`src/rtl/sound_arbiter_if.sv`:
```
// Bundle between the requesters, the arbiter and the tone player.
// The master side drives requests, notes, counts and the player's done pulse;
// the slave side (the arbiter) drives grant, acknowledgements and the note stream.
interface sound_arbiter_if #(
  parameter int NOTE_W = 5
);
  logic [3:0]          req;
  logic [4*NOTE_W-1:0] note_in;
  logic [15:0]         cnt_in;
  logic                music_done;
  logic [3:0]          grant;
  logic [3:0]          note_ack;
  logic [3:0]          done;
  logic [NOTE_W-1:0]   music_data;
  logic                busy;

  modport master (
    output req, note_in, cnt_in, music_done,
    input  grant, note_ack, done, music_data, busy
  );

  modport slave (
    input  req, note_in, cnt_in, music_done,
    output grant, note_ack, done, music_data, busy
  );
endinterface

```
`src/rtl/sound_arbiter.sv`:
```
// Fixed-priority arbiter sharing one tone player among four requesters.
// A winner plays its whole note sequence one note at a time; after every grant
// ends (completion, abort or preemption) a silent gap is inserted before the
// next arbitration. Requester 0 has the highest priority.
module sound_arbiter #(
  parameter int GAP_CYCLES = 1000,
  parameter int NOTE_W     = 5
) (
  input logic            clk,
  input logic            rst,
  sound_arbiter_if.slave bus
);

  // Gap counter only needs to reach GAP_CYCLES-1; a zero gap still spends one
  // cycle in GAP, so the terminal count collapses to 0 in that case.
  localparam int GAP_W      = (GAP_CYCLES > 2) ? $clog2(GAP_CYCLES) : 1;
  localparam int GAP_LAST_I = (GAP_CYCLES > 0) ? GAP_CYCLES - 1 : 0;
  localparam logic [GAP_W-1:0] GAP_LAST = GAP_W'(GAP_LAST_I);

  typedef enum logic [1:0] {
    S_IDLE,
    S_LOAD,
    S_PLAY,
    S_GAP
  } state_t;

  state_t            state_q, state_d;
  logic [3:0]        grant_q, grant_d;
  logic [1:0]        owner_q, owner_d;
  logic [3:0]        note_ack_q, note_ack_d;
  logic [3:0]        done_q, done_d;
  logic [NOTE_W-1:0] music_data_q, music_data_d;
  logic [3:0]        remaining_q, remaining_d;
  logic [GAP_W-1:0]  gap_cnt_q, gap_cnt_d;

  logic [1:0]        pick_idx;
  logic              pick_any;
  logic [3:0]        pick_cnt;
  logic [NOTE_W-1:0] owner_note;
  logic              owner_req;
  logic              lower_req;

  // Lowest-index active request wins; also fetch the winner's count and the
  // current owner's note so the FSM only deals with scalar values.
  always_comb begin
    pick_idx   = 2'd0;
    pick_any   = 1'b0;
    pick_cnt   = 4'd0;
    owner_note = '0;
    for (int k = 3; k >= 0; k--) begin
      if (bus.req[k]) begin
        pick_idx = 2'(k);
        pick_any = 1'b1;
      end
    end
    for (int k = 0; k < 4; k++) begin
      if (pick_idx == 2'(k)) begin
        pick_cnt = bus.cnt_in[k*4 +: 4];
      end
      if (owner_q == 2'(k)) begin
        owner_note = bus.note_in[k*NOTE_W +: NOTE_W];
      end
    end
  end

  // The owner still wants the player, and whether anyone of higher priority
  // (lower index) is now asking; grant is one-hot so grant-1 masks lower bits.
  assign owner_req = bus.req[owner_q];
  assign lower_req = |(bus.req & (grant_q - 4'd1));

  // State and registered outputs; reset silently drops any sequence in flight.
  always_ff @(posedge clk) begin
    if (rst) begin
      state_q      <= S_IDLE;
      grant_q      <= '0;
      owner_q      <= '0;
      note_ack_q   <= '0;
      done_q       <= '0;
      music_data_q <= '0;
      remaining_q  <= '0;
      gap_cnt_q    <= '0;
    end else begin
      state_q      <= state_d;
      grant_q      <= grant_d;
      owner_q      <= owner_d;
      note_ack_q   <= note_ack_d;
      done_q       <= done_d;
      music_data_q <= music_data_d;
      remaining_q  <= remaining_d;
      gap_cnt_q    <= gap_cnt_d;
    end
  end

  // Next-state and next-output logic; pulses default low every cycle.
  always_comb begin
    state_d      = state_q;
    grant_d      = grant_q;
    owner_d      = owner_q;
    note_ack_d   = '0;
    done_d       = '0;
    music_data_d = music_data_q;
    remaining_d  = remaining_q;
    gap_cnt_d    = gap_cnt_q;

    case (state_q)
      S_IDLE: begin
        grant_d      = '0;
        music_data_d = '0;
        gap_cnt_d    = '0;
        if (pick_any) begin
          owner_d     = pick_idx;
          grant_d     = 4'b0001 << pick_idx;
          remaining_d = (pick_cnt == 4'd0) ? 4'd1 : pick_cnt;
          state_d     = S_LOAD;
        end
      end

      S_LOAD: begin
        music_data_d = owner_note;
        note_ack_d   = grant_q;
        remaining_d  = remaining_q - 4'd1;
        state_d      = S_PLAY;
      end

      S_PLAY: begin
        if (bus.music_done) begin
          if (remaining_q == 4'd0) begin
            done_d       = grant_q;
            grant_d      = '0;
            music_data_d = '0;
            gap_cnt_d    = '0;
            state_d      = S_GAP;
          end else if (!owner_req || lower_req) begin
            grant_d      = '0;
            music_data_d = '0;
            gap_cnt_d    = '0;
            state_d      = S_GAP;
          end else begin
            state_d = S_LOAD;
          end
        end
      end

      S_GAP: begin
        if (gap_cnt_q == GAP_LAST) begin
          gap_cnt_d = '0;
          state_d   = S_IDLE;
        end else begin
          gap_cnt_d = gap_cnt_q + 1'b1;
        end
      end

      default: begin
        state_d = S_IDLE;
      end
    endcase
  end

  assign bus.grant      = grant_q;
  assign bus.note_ack   = note_ack_q;
  assign bus.done       = done_q;
  assign bus.music_data = music_data_q;
  assign bus.busy       = (state_q != S_IDLE);

  grant_onehot : assert property (@(posedge clk) disable iff (rst) $onehot0(grant_q));
  ack_done_excl : assert property (@(posedge clk) disable iff (rst) !((|note_ack_q) && (|done_q)));

endmodule

```
`src/flat_wrapper.sv`:
```
// flat-port wrapper written by rule: the top's interface ports become plain ports
module sound_arbiter_flat 
#(
  parameter int GAP_CYCLES = 1000,
  parameter int NOTE_W     = 5
)
  (clk, rst, bus_req, bus_note_in, bus_cnt_in, bus_music_done, bus_grant, bus_note_ack, bus_done, bus_music_data, bus_busy);
  sound_arbiter_if #(.NOTE_W(NOTE_W)) bus_i ();
  input logic clk;
  input logic rst;
  input wire logic [$bits(bus_i.req)-1:0] bus_req;
  input wire logic [$bits(bus_i.note_in)-1:0] bus_note_in;
  input wire logic [$bits(bus_i.cnt_in)-1:0] bus_cnt_in;
  input wire logic [$bits(bus_i.music_done)-1:0] bus_music_done;
  output wire logic [$bits(bus_i.grant)-1:0] bus_grant;
  output wire logic [$bits(bus_i.note_ack)-1:0] bus_note_ack;
  output wire logic [$bits(bus_i.done)-1:0] bus_done;
  output wire logic [$bits(bus_i.music_data)-1:0] bus_music_data;
  output wire logic [$bits(bus_i.busy)-1:0] bus_busy;
  assign bus_i.req = bus_req;
  assign bus_i.note_in = bus_note_in;
  assign bus_i.cnt_in = bus_cnt_in;
  assign bus_i.music_done = bus_music_done;
  assign bus_grant = bus_i.grant;
  assign bus_note_ack = bus_i.note_ack;
  assign bus_done = bus_i.done;
  assign bus_music_data = bus_i.music_data;
  assign bus_busy = bus_i.busy;
  sound_arbiter #(.GAP_CYCLES(GAP_CYCLES), .NOTE_W(NOTE_W)) u_core (.clk(clk), .rst(rst), .bus(bus_i));
endmodule
```
`config.mk`:
```
export PLATFORM = sky130hd
export DESIGN_NAME = sound_arbiter_flat
export DESIGN_NICKNAME = d
export VERILOG_FILES = /design/src/rtl/sound_arbiter_if.sv /design/src/rtl/sound_arbiter.sv /design/src/flat_wrapper.sv
export SDC_FILE = /design/constraint.sdc
export NUM_CORES = 1
export LEC_CHECK = 0
export CORE_MARGIN = 3
export CORE_UTILIZATION = 50
export DETAILED_ROUTE_END_ITERATION = 8
export GPL_TIMING_DRIVEN = 0
export PLACE_DENSITY = 0.86
export SYNTH_ARGS = -nofsm -noshare
export SYNTH_HDL_FRONTEND = slang
export SYNTH_SLANG_ARGS = --single-unit
export TNS_END_PERCENT = 50
```
`constraint.sdc`:
```
create_clock -name clk -period 5.4 [get_ports clk]
set_input_delay 0.81 -clock clk [delete_from_list [all_inputs] [get_ports clk]]
set_output_delay 0.81 -clock clk [all_outputs]
set_load 0.02 [all_outputs]
```
Word-level counts from Yosys, hierarchy flattened
Cells that the tools add are included.
- flip-flop bits (word level): 35
- word-level logic and storage cells: 94
- bits of input ports: 43
- output and inout port bits: 18
- muxes and demuxes: 41
- add/sub/neg operators: 3
- reductions and logical operators: 21
- shifts and indexed selects: 1
- magnitude comparators: 1
- eq/ne operators: 14
- bitwise operators: 5
- operators with widths (operator ; count):
    $mux 10 ; 4
    $mux 4 ; 10
    $mux 5 ; 7
    $pmux 10 s3 ; 1
    $mux 2 ; 9
    $pmux 4 s2 ; 2
    $pmux 5 s3 ; 1
    $eq 2x2->1 const B ; 6
    $reduce_and 3->1 ; 4
    $add 10x1->10 const B ; 1
    $eq 10x10->1 const B ; 1
    $logic_not 4->1 ; 2
    $pmux 2 s4 ; 1
    $reduce_or 4->1 ; 2
    $sub 4x1->4 const B ; 2
    $eq 2x1->1 const B ; 3
    $logic_not 2->1 ; 3
    $reduce_bool 2->1 ; 3
    $reduce_bool 3->1 ; 2
    $mux 1 ; 5
    $and 4x4->4 ; 1
    $ne 2x1->1 const B ; 2
    $not 1->1 ; 4
    $reduce_and 2->1 ; 2
    other kinds (8) ; 8

Longest topological paths before layout
- depth after elaboration: 13
- gate-level depth with buffers: 8
- depth with buffers taken out: 7

Least setup slack after synthesis
No wires, ideal clock.
- path kind: in2reg
- from: input port bus_req[3]
- to: register u_core.music_data_q[0], in the netlist u_core.bus.music_data[0]
- data arrival time: 2016 ps
- required time: 5283 ps
- stages on the path: 5
- slack: 3267 ps
- buffers on the path: 0
- library setup time: 117 ps
- path through: mux4_2 -> o211ai_1 -> o21ai_2 -> o211a_1 -> a22o_1
- longest elaborated chain between the ends: 6
- elaborated cells between the ends (all ways): 8
- classes of those cells: eq/ne (1); mux (2); bitwise (1); reduce/logical (4)
- RTL lines (item ; RTL line ; source):
    from (decl) ; flat_wrapper.sv:11 ; input wire logic [$bits(bus_i.req)-1:0] bus_req;
    $bmux 1 s2 ; sound_arbiter.sv:68 ; assign owner_req = bus.req[owner_q];
    $mux 1 (not written as such) ; sound_arbiter.sv:68 ;
    $logic_not 1->1 ; sound_arbiter.sv:133 ; end else if (!owner_req || lower_req) begin
    $logic_or 1x1->1 (*) ; sound_arbiter.sv:133 ;
    $ne 3x1->1 (no source line) (*) ; n/a ;
    $reduce_and 3->1 (no source line) (*) ; n/a ;
    to (signal assigned) ; sound_arbiter.sv:88 ; music_data_q <= music_data_d;
    to (decl) ; sound_arbiter.sv:32 ; logic [NOTE_W-1:0] music_data_q, music_data_d;
Every way passes the cells marked *; elsewhere a longest branch is shown, timed or not. The select of a mux whose other input is x is not followed.
A chain may end at the register's enable or synchronous reset.

Worst setup path after layout
- from: register u_core.state_q[0]
- to: output port bus_busy
- longest elaborated chain between the ends: 1
- RTL lines (item ; RTL line ; source):
    from (decl) ; sound_arbiter.sv:27 ; state_t state_q, state_d;
    from (signal assigned) ; sound_arbiter.sv:83 ; state_q <= state_d;
    $reduce_bool 2->1 ; sound_arbiter.sv:163 ; assign bus.busy = (state_q != S_IDLE);
    to (decl) ; flat_wrapper.sv:19 ; output wire logic [$bits(bus_i.busy)-1:0] bus_busy;
Every way passes these cells.

==> results.py <==
metrics = {
    "outcome": {
        "outcome": "finished clean",
    },
    "cts": {
        "postCtsResizedCells": 0,
        "ctsHoldBuffers": 0,
        "htreeDepth": 2,
        "cts_tree": "built",
        "clock_latency_ns": 0.29,
        "post_cts_buffers": 0,
        "clk_path_buf_depth": 2,
        "clkSinkCount": 35,
        "root_buffer": "clkbuf_8",
        "cts_buffers": 5,
        "cts.clk_slew.worst_paths_ns": 0.07,
    },
    "sta": {
        "relSlewSlack_pct": 48.26,
        "rsz0062_at_grt": "false",
        "drv_slew": 0,
        "fin_ws_ns": 2.690,
        "finalCriticalPeriod_ns": 2.710,
        "hold_violations": 0,
        "tns_ns": 0,
        "setup_viol": 0,
        "timing.final.crit_share_pct": 50.19,
        "skew_ns": 0.009293,
        "worstMarginPinSlew_ns": 0.7653,
        "maxClockFrequency_ghz": 0.3690,
    },
    "floorplanning": {
        "placementRows": 22,
        "die_area_mm2": 0.004761,
        "die_w_um": 69,
        "start_util_pct": 53.01,
        "coreArea_mm2": 0.003744,
        "top_level_ports": 61,
        "die_h_um": 69,
    },
    "routing": {
        "vias": 1992,
        "wl_met1_um": 2315,
        "wl_met2_um": 2915,
        "drc_errors": 0,
        "first_iter_violations": 143,
        "drt-vias-per-instance": 5.929,
        "wl_per_cell_um": 16.66,
        "first_pass_iters": 4,
        "highest_layer": "met4",
        "wl_met3_um": 338,
        "final_antenna_net_count": 0,
        "routed_wirelength_um": 5599,
    },
    "placed_design": {
        "portBuffers": 59,
        "place_area_mm2": 0.002635,
        "hpwl_um": 4338,
        "gp_congestion": 0.8251,
        "pre_cts_ws_ns": 2.479,
    },
    "worst_hold_path": {
        "whs_endpoint": "u_core.bus.music_data[3]",
        "hold-path-cell-count": 1,
        "worstHoldStart": "u_core.bus.music_data[3]",
        "hold_class": "flip-flop to flip-flop",
    },
    "critical_path": {
        "cp_num_buf_inv": 3,
        "crit_required_ns": 4.59,
        "critPathKind": "flip-flop to primary output",
        "path_delay_family": "buffers and inverters",
        "crit_path_top_delay_cell": "clkdlybuf4s50_1",
        "cpPeakStageDelay_ns": 0.61,
        "path_cells": "clkbuf_1 -> nor2_1 -> inv_1 -> clkdlybuf4s50_1",
        "r2r_end": "u_core.gap_cnt_q[8]",
        "cp_data_arrival_time_ns": 1.90,
        "critPathLaunchType": "flip-flop",
        "rr_startpoint": "u_core.bus.grant[0]",
        "reg2reg_depth": 7,
        "endpoint_kind": "primary output",
        "worst-r2r-setup-slack_ns": 3.08,
        "critical_path.max_fanout": 10,
    },
    "logic_synthesis": {
        "syn_inst": 221,
        "async_reset_ff_share_pct": 0,
        "synth.most_common_cell": "dfxtp_1",
        "synth.area.top_cells": "dfxtp_1 35%, mux4_1 5.3%, a21oi_1 5.0%",
        "yosys.area_share.xor_xnor_pct": 1.324,
        "synth_top_area_cell": "dfxtp_1",
        "yosys-top-cells-count": "35 x dfxtp_1, 20 x a21oi_1, 16 x nor2_1, 11 x nand2_1",
        "synth.area.mux_share_pct": 8.575,
        "synthAdderAreaFrac_pct": 1.892,
        "ys_ff_latch": 35,
        "ys_seq_area_share_pct": 35.31,
        "synth_top_flop_cell": "dfxtp_1",
        "synth_edf_count": 0,
        "synth_compound_area_share_pct": 26.67,
        "synthSimpleGateAreaFrac_pct": 20.93,
        "syn_nets": 267,
        "synth_top_family_by_area": "compound AO/OA/AOI/OAI gates",
        "synth_area_per_cell_um2": 8.979,
        "synth_top_area_share_pct": 35.31,
        "synthesis.area_mm2": 0.001984,
        "synth.distinct_cells": 57,
        "ys_warn_count": 0,
    },
    "layout": {
        "multi_input_area_mm2": 0.001179,
        "seq_area_um2": 700.7,
        "fill_cells": 300,
        "utilization_pct": 73.06,
        "layout-drive-gt1-share_pct": 6.597,
        "antenna_cells": 0,
        "fin_area_mm2": 0.002735,
        "final_nets": 333,
        "area_growth_pct": 37.83,
    },
    "flow_run": {
        "drv_cap": 0,
    },
    "grt": {
        "grt_pass1_wl_um": 9156,
        "gr-total-overflow": 0,
        "antenna_found_initial": 0,
        "first_global_vias": 1949,
        "gr-usage-all-layers_pct": 23.50,
        "grt_max_degree": 11,
    },
    "pwr": {
        "leakage_uw": 0.001000,
        "power_uw": 933.3,
        "ir_worst_vdd_uv": 290.6,
        "pwr_density_cell_mw_per_mm2": 341.2,
    },
}
-- how the worst max path moves through the flow --
stage	start	end	slack [ns]	depth (start not counted)
2_1_floorplan	bus_req[3]	u_core.bus.music_data[0]	3.27	5
3_3_place_gp	bus_req[0]	u_core.state_q[1]	2.52	7
3_5_place_dp	bus_req[3]	u_core.bus.music_data[0]	2.48	6
4_1_cts	u_core.state_q[0]	bus_busy	2.70	4
5_1_grt	u_core.state_q[0]	bus_busy	2.58	4
6_report	u_core.state_q[0]	bus_busy	2.69	4
-- logic make-up (layout without fill, tap and decap cells) --
kind of cell	Yosys count	in the layout
AO/OA/AOI/OAI	72	72
XOR/XNOR	3	3
adder cells (fa/ha/maj)	3	3
buffers and inverters	23	90
flip-flops	35	35
multiplexers	8	8
AND/OR/NAND/NOR	77	77
-- power breakdown --
part	switching, uW	internal (uW)	leakage (uW)	total, uW
Clock	93.2	116	0.0000515	210
Sequential	29.1	292	0.000285	321
Combinational	226	177	0.000664	403
-- per-layer routing --
layer,track usage (%),vias to the layer above
met4,4.555,0
met5,0,-
met3,4.810,5
met2,42.48,73
li1,-,973
met1,28.74,941
-- cells in the final DEF (no fill, tap or decap), drive strengths merged, types with 5 or more instances in the layout --
| cell | n |
|---|---|
| inv | 10 |
| nor2 | 16 |
| clkdlybuf4s50 | 59 |
| clkbuf | 16 |
| dfxtp | 35 |
| a22o | 5 |
| nand2b | 9 |
| o31ai | 7 |
| nand2 | 11 |
| nand3 | 10 |
| and2 | 5 |
| mux4 | 6 |
| a21oi | 20 |
| o21ai | 9 |
-- layout make-up --
type,instances,share of cell area [%]
multi-input cells,163,43.09
flip-flops and latches,35,25.62
repair buffers,59,21.59
clock buffers,8,3.660
plain buffers,12,2.333
well taps,48,2.196
inverters,11,1.510
-- stage by stage --
stage | hold WS, ns | instances
5_1_grt | 0.4905 | 336
4_1_cts | 0.4871 | 336
2_1_floorplan | 0.4523 | 221
3_5_place_dp | 0.4729 | 328
6_report | 0.4795 | 336
3_3_place_gp | 0.4567 | 328
-- state kept, by name (all words and copies together) (netlist names) --
| register | flops |
|---|---|
| u_core.bus.done | 4 |
| u_core.gap_cnt_q | 10 |
| u_core.bus.grant | 4 |
| u_core.bus.music_data | 5 |
| u_core.state_q | 2 |
| u_core.remaining_q | 4 |
| u_core.bus.note_ack | 4 |
| u_core.owner_q | 2 |
(Power assumes the default switching activity.)
